==> src/rtl/wb_master_pkg.sv <==
// wb_master_pkg: shared state encoding and bus widths for the Wishbone master port.
package wb_master_pkg;

    typedef enum logic {
        IDLE = 1'b0,
        BUS  = 1'b1
    } state_e;

    localparam int SEL_W = 2;
    localparam int ADR_W = 32;

endpackage

==> src/rtl/wb_timeout_ctr.sv <==
// wb_timeout_ctr: counts unacknowledged BUS cycles; expired marks the last one allowed.
// Only built when WB_MASTER_TIMEOUT_EN is defined.
`ifdef WB_MASTER_TIMEOUT_EN
module wb_timeout_ctr #(
    parameter int timeout = 255
) (
    input  logic clk_i,
    input  logic rst_n_i,
    input  logic clear_i,
    input  logic enable_i,
    output logic expired_o
);

    localparam int CNT_W = $clog2(timeout + 1);

    logic [CNT_W-1:0] cnt_q, cnt_d;

    assign cnt_d     = clear_i ? '0 : enable_i ? cnt_q + 1'b1 : cnt_q;
    assign expired_o = cnt_q == CNT_W'(timeout - 1);

    always_ff @(posedge clk_i) begin
        if (!rst_n_i) cnt_q <= '0;
        else          cnt_q <= cnt_d;
    end

endmodule
`endif

==> src/rtl/wb_master_port.sv <==
// wb_master_port: single-outstanding Wishbone classic-cycle initiator.
// Define WB_MASTER_TIMEOUT_EN to add the no-ack bus watchdog (wb_timeout_ctr).
module wb_master_port
    import wb_master_pkg::*;
#(
    parameter int data_width = 32,
    parameter int timeout    = 255
) (
    input  logic                  clk_i,
    input  logic                  rst_n_i,
    input  logic                  req_valid_i,
    output logic                  req_ready_o,
    input  logic                  req_we_i,
    input  logic [ADR_W-1:0]      req_adr_i,
    input  logic [data_width-1:0] req_dat_i,
    input  logic [SEL_W-1:0]      req_sel_i,
    output logic                  rsp_valid_o,
    output logic [data_width-1:0] rsp_dat_o,
    output logic                  rsp_err_o,
    output logic [ADR_W-1:0]      wbm_adr_o,
    output logic [data_width-1:0] wbm_dat_o,
    input  logic [data_width-1:0] wbm_dat_i,
    output logic [SEL_W-1:0]      wbm_sel_o,
    output logic                  wbm_we_o,
    output logic                  wbm_cyc_o,
    output logic                  wbm_stb_o,
    input  logic                  wbm_ack_i
);

    state_e                state_q, state_d;
    logic [ADR_W-1:0]      adr_q, adr_d;
    logic [data_width-1:0] dat_q, dat_d, rsp_dat_q, rsp_dat_d;
    logic [SEL_W-1:0]      sel_q, sel_d;
    logic                  we_q, we_d, cyc_q, cyc_d;
    logic                  rsp_valid_q, rsp_valid_d, rsp_err_q, rsp_err_d;
    logic                  accept, expired;

    // A watchdog of zero cycles could never let a slave answer.
    if (timeout < 1) begin : g_bad_timeout
    end

    assign req_ready_o = state_q == IDLE;
    assign accept      = req_valid_i && req_ready_o;

`ifdef WB_MASTER_TIMEOUT_EN
    wb_timeout_ctr #(.timeout(timeout)) u_timeout (
        .clk_i     (clk_i),
        .rst_n_i   (rst_n_i),
        .clear_i   (accept),
        .enable_i  (state_q == BUS && !wbm_ack_i),
        .expired_o (expired)
    );
`else
    assign expired = 1'b0;
`endif

    always_comb begin
        state_d     = state_q;
        adr_d       = adr_q;
        dat_d       = dat_q;
        sel_d       = sel_q;
        we_d        = we_q;
        cyc_d       = cyc_q;
        rsp_valid_d = 1'b0;
        rsp_err_d   = 1'b0;
        rsp_dat_d   = rsp_dat_q;
        if (state_q == IDLE) begin
            cyc_d = accept;
            if (accept) begin
                state_d = BUS;
                adr_d   = req_adr_i;
                dat_d   = req_dat_i;
                sel_d   = req_sel_i;
                we_d    = req_we_i;
            end
        end else if (wbm_ack_i || expired) begin
            // ack beats a simultaneous watchdog expiry
            state_d     = IDLE;
            cyc_d       = 1'b0;
            rsp_valid_d = 1'b1;
            rsp_err_d   = !wbm_ack_i;
            if (wbm_ack_i && !we_q) rsp_dat_d = wbm_dat_i;
        end
    end

    always_ff @(posedge clk_i) begin
        if (!rst_n_i) begin
            state_q     <= IDLE;
            adr_q       <= '0;
            dat_q       <= '0;
            sel_q       <= '0;
            we_q        <= 1'b0;
            cyc_q       <= 1'b0;
            rsp_valid_q <= 1'b0;
            rsp_err_q   <= 1'b0;
            rsp_dat_q   <= '0;
        end else begin
            state_q     <= state_d;
            adr_q       <= adr_d;
            dat_q       <= dat_d;
            sel_q       <= sel_d;
            we_q        <= we_d;
            cyc_q       <= cyc_d;
            rsp_valid_q <= rsp_valid_d;
            rsp_err_q   <= rsp_err_d;
            rsp_dat_q   <= rsp_dat_d;
        end
    end

    assign wbm_adr_o   = adr_q;
    assign wbm_dat_o   = dat_q;
    assign wbm_sel_o   = sel_q;
    assign wbm_we_o    = we_q;
    assign wbm_cyc_o   = cyc_q;
    assign wbm_stb_o   = cyc_q;
    assign rsp_valid_o = rsp_valid_q;
    assign rsp_err_o   = rsp_err_q;
    assign rsp_dat_o   = rsp_dat_q;

endmodule
==> config.mk <==
export PLATFORM = sky130hd
export DESIGN_NAME = wb_master_port
export DESIGN_NICKNAME = d
export VERILOG_FILES = /design/src/rtl/wb_master_pkg.sv /design/src/rtl/wb_timeout_ctr.sv /design/src/rtl/wb_master_port.sv
export SDC_FILE = /design/constraint.sdc
export NUM_CORES = 1
export LEC_CHECK = 0
export CORE_MARGIN = 3
export CORE_UTILIZATION = 41
export DETAILED_ROUTE_END_ITERATION = 8
export GPL_TIMING_DRIVEN = 0
export PLACE_DENSITY = 0.91
export SKIP_LAST_GASP = 1
export SLEW_MARGIN = 20
export SYNTH_ARGS = -nofsm -noshare
export SYNTH_HDL_FRONTEND = slang
export SYNTH_SLANG_ARGS = --single-unit
==> constraint.sdc <==
create_clock -name clk_i -period 2.25 [get_ports clk_i]
set_input_delay 0.3375 -clock clk_i [delete_from_list [all_inputs] [get_ports clk_i]]
set_output_delay 0.3375 -clock clk_i [all_outputs]
set_load 0.005 [all_outputs]
==> impl_metrics.json <==
{
  "outcome": "finished, final reports clean",
  "timing.final.crit_share_pct": 74.8,
  "place_hpwl_mm": 9.04,
  "cts_resized": 0,
  "final_area_sq_um": 6110,
  "ys_seq_area_share_pct": 55.0,
  "fp.coreArea_sq_um": 8810,
  "ys_ff_latch": 103,
  "finalClockSkew_ns": 0.0108,
  "final_cell_mix": "clkdlybuf4s50_1, nand2_1, dfxtp_1",
  "cp.depth": 2,
  "cts_inserted_buffers": 9,
  "p_int_mw": 2.78,
  "powerDensity_nw_per_um2": 602,
  "rsz0062_at_grt": "no",
  "worstPathCellList": "buf_4 -> clkdlybuf4s50_1",
  "start_util_pct": 42.6,
  "post-route-drc-count": 0,
  "antennaDiodeCount": 0,
  "netlist_area_sq_um": 3750,
  "hold_slack_ns": 0.461,
  "grt_max_degree": 16,
  "setup_tns_ns": 0,
  "finalSetupViolCount": 0,
  "pre_cts_ws_ns": 0.383,
  "cts_hold_buf": 0,
  "ys_types": 18,
  "cts_setup_buffers": 0,
  "dieWidth_um": 102,
  "grt_pass1_vias": 3771,
  "gp_congestion": 0.790,
  "arrival_ns": 1.35,
  "critPathBufInv": 2,
  "path_class": "reg2out",
  "start_kind": "flip-flop",
  "antenna_left": 0,
  "first_pass_iters": 4,
  "cp_slowest_cell": "clkdlybuf4s50_1",
  "crit_required_ns": 1.91,
  "dieArea_sq_um": 10300,
  "cp_top_family": "buffers and inverters",
  "dpl-instance-area_sq_um": 5940,
  "crit_path_max_incr_delay_ns": 0.48,
  "vias_per_cell": 4.87,
  "syn_to_final_growth_pct": 63.0,
  "drt_iter0_drc": 118,
  "antenna_found_initial": 0,
  "fmax_mhz": 594,
  "p_leak_nw": 2.28,
  "synthCells": 447,
  "rows": 34,
  "period_minus_slack_ns": 1.68,
  "cts_tree": "done",
  "syn_avg_cell_area_sq_um": 8.39,
  "syn-num-nets": 550,
  "clock_path_buffers": 2,
  "hold_path_class": "reg2reg",
  "power_frac_clock_pct": 28.7,
  "numPortBuffers": 205,
  "drive_gt1_share_pct": 4.79,
  "yosys_warnings": 0,
  "clock_latency_ns": 0.35,
  "clk_pin_slew_ns": 0.09,
  "crit_path_max_fanout": 3,
  "final_common_cell": "clkdlybuf4s50_1",
  "critPathCaptureType": "output pin",
  "htree_levels": 3,
  "root_buffer": "clkbuf_8",
  "hold_depth": 2,
  "wl_per_cell_um": 15.0,
  "grt_pass1_wl_mm": 17.9,
  "power_switching_uw": 896,
  "cts.sinks": 103,
  "ir_drop_mv": 0.331,
  "vias": 3781,
  "finalHoldViolCount": 0,
  "fin_nets": 766,
  "combPwrFrac_pct": 17.7,
  "wl_mm": 11.6,
  "io_pins": 207,
  "die-height_um": 102,
  "swShare_pct": 24.4,
  "grtUsageTotal_pct": 21.9,
  "drv_slew": 0,
  "finalWorstSetupSlack_ns": 0.567,
  "overflow": 0,
  "max_cap_violations": 0,
  "r2r_cells": 4,
  "p_seq_share_pct": 53.6
}
-- power groups by stage --
stage	sequential, mW	clock (mW)	combinational (mW)
floorplan	2.02	0	0.206
detailed placement	2.01	0	0.653
global route	1.98	1.16	0.708
CTS	1.97	1.08	0.658
global placement	2.01	0	0.640
finish	1.97	1.06	0.650
-- metrics by stage --
stage / instances / utilization (%) / total power [mW]
after floorplan: 447 / - / 2.22
after global placement: 760 / 67.4 / 2.65
after detailed placement: 760 / 67.4 / 2.67
after CTS: 776 / 69.4 / 3.72
after global routing: 776 / 69.4 / 3.85
final: 776 / 69.4 / 3.68
-- path summary, 6_finish.rpt --
check / startpoint / to / slack, ns
setup / recovery: wbm_cyc_o / wbm_stb_o / 0.57
hold / removal: wbm_dat_o[19] / wbm_dat_o[19] / 0.46
setup reg to reg: wbm_we_o / rsp_dat_o[12] / 0.79
hold reg to reg: wbm_dat_o[19] / wbm_dat_o[19] / 0.46
-- flip-flops by register name, summed over array words and instances, names as in the netlist --
register,cells
rsp_dat_o,32
rsp_err_o,1
rsp_valid_o,1
state_q,1
wbm_adr_o,32
wbm_cyc_o,1
wbm_dat_o,32
wbm_sel_o,2
wbm_we_o,1
-- worst register-to-register path, delay by kind of cell (launching register included) --
kind	cells	cell delay, ns
simple gates	2	0.49
flops	1	0.37
buf+inv	1	0.39
compound gates	1	0.12
-- metal layers --
metal / GRT usage [%] / wire (um) / share of wire (%)
met5: 0 / 0 / 0
met2: 40.3 / 5950 / 51
met4: 7.06 / 206 / 1.8
met1: 24.3 / 4520 / 39
met3: 5.85 / 945 / 8.1
-- area by class of cell --
type / count / area, sq um
clock inverters: 3 / 17.5
plain buffers: 37 / 180
well taps: 108 / 135
multi-input cells: 306 / 1510
fillers: 697 / 2690
clock buffers: 13 / 159
inverters: 1 / 3.75
flip-flops and latches: 103 / 2060
repair buffers: 205 / 2050
-- logic make-up (layout without fill, tap and decap cells) --
logic type	count (synthesis)	after routing	share of synthesized area (%)
simple gates	204	204	22.0
other cells	1	1	0.100
compound gates	101	101	18.0
buf+inv	38	259	4.90
flops	103	103	55.0
-- cells in the mapped netlist --
cell / n / area (sq um)
buf_2: 12 / 60.1
nand3b_1: 2 / 15.0
a21boi_0: 56 / 420
and3_1: 1 / 6.26
inv_1: 1 / 3.75
buf_1: 3 / 11.3
buf_6: 2 / 22.5
nand3_1: 32 / 160
and2_1: 1 / 6.26
nand2_1: 166 / 623
clkbuf_1: 17 / 63.8
dfxtp_1: 103 / 2060
a21boi_1: 12 / 90.1
conb_1: 1 / 3.75
o21ai_0: 33 / 165
nor2b_2: 1 / 8.76
nand2b_1: 1 / 6.26
buf_4: 3 / 22.5
No activity file was read; power rests on OpenSTA's default activity.
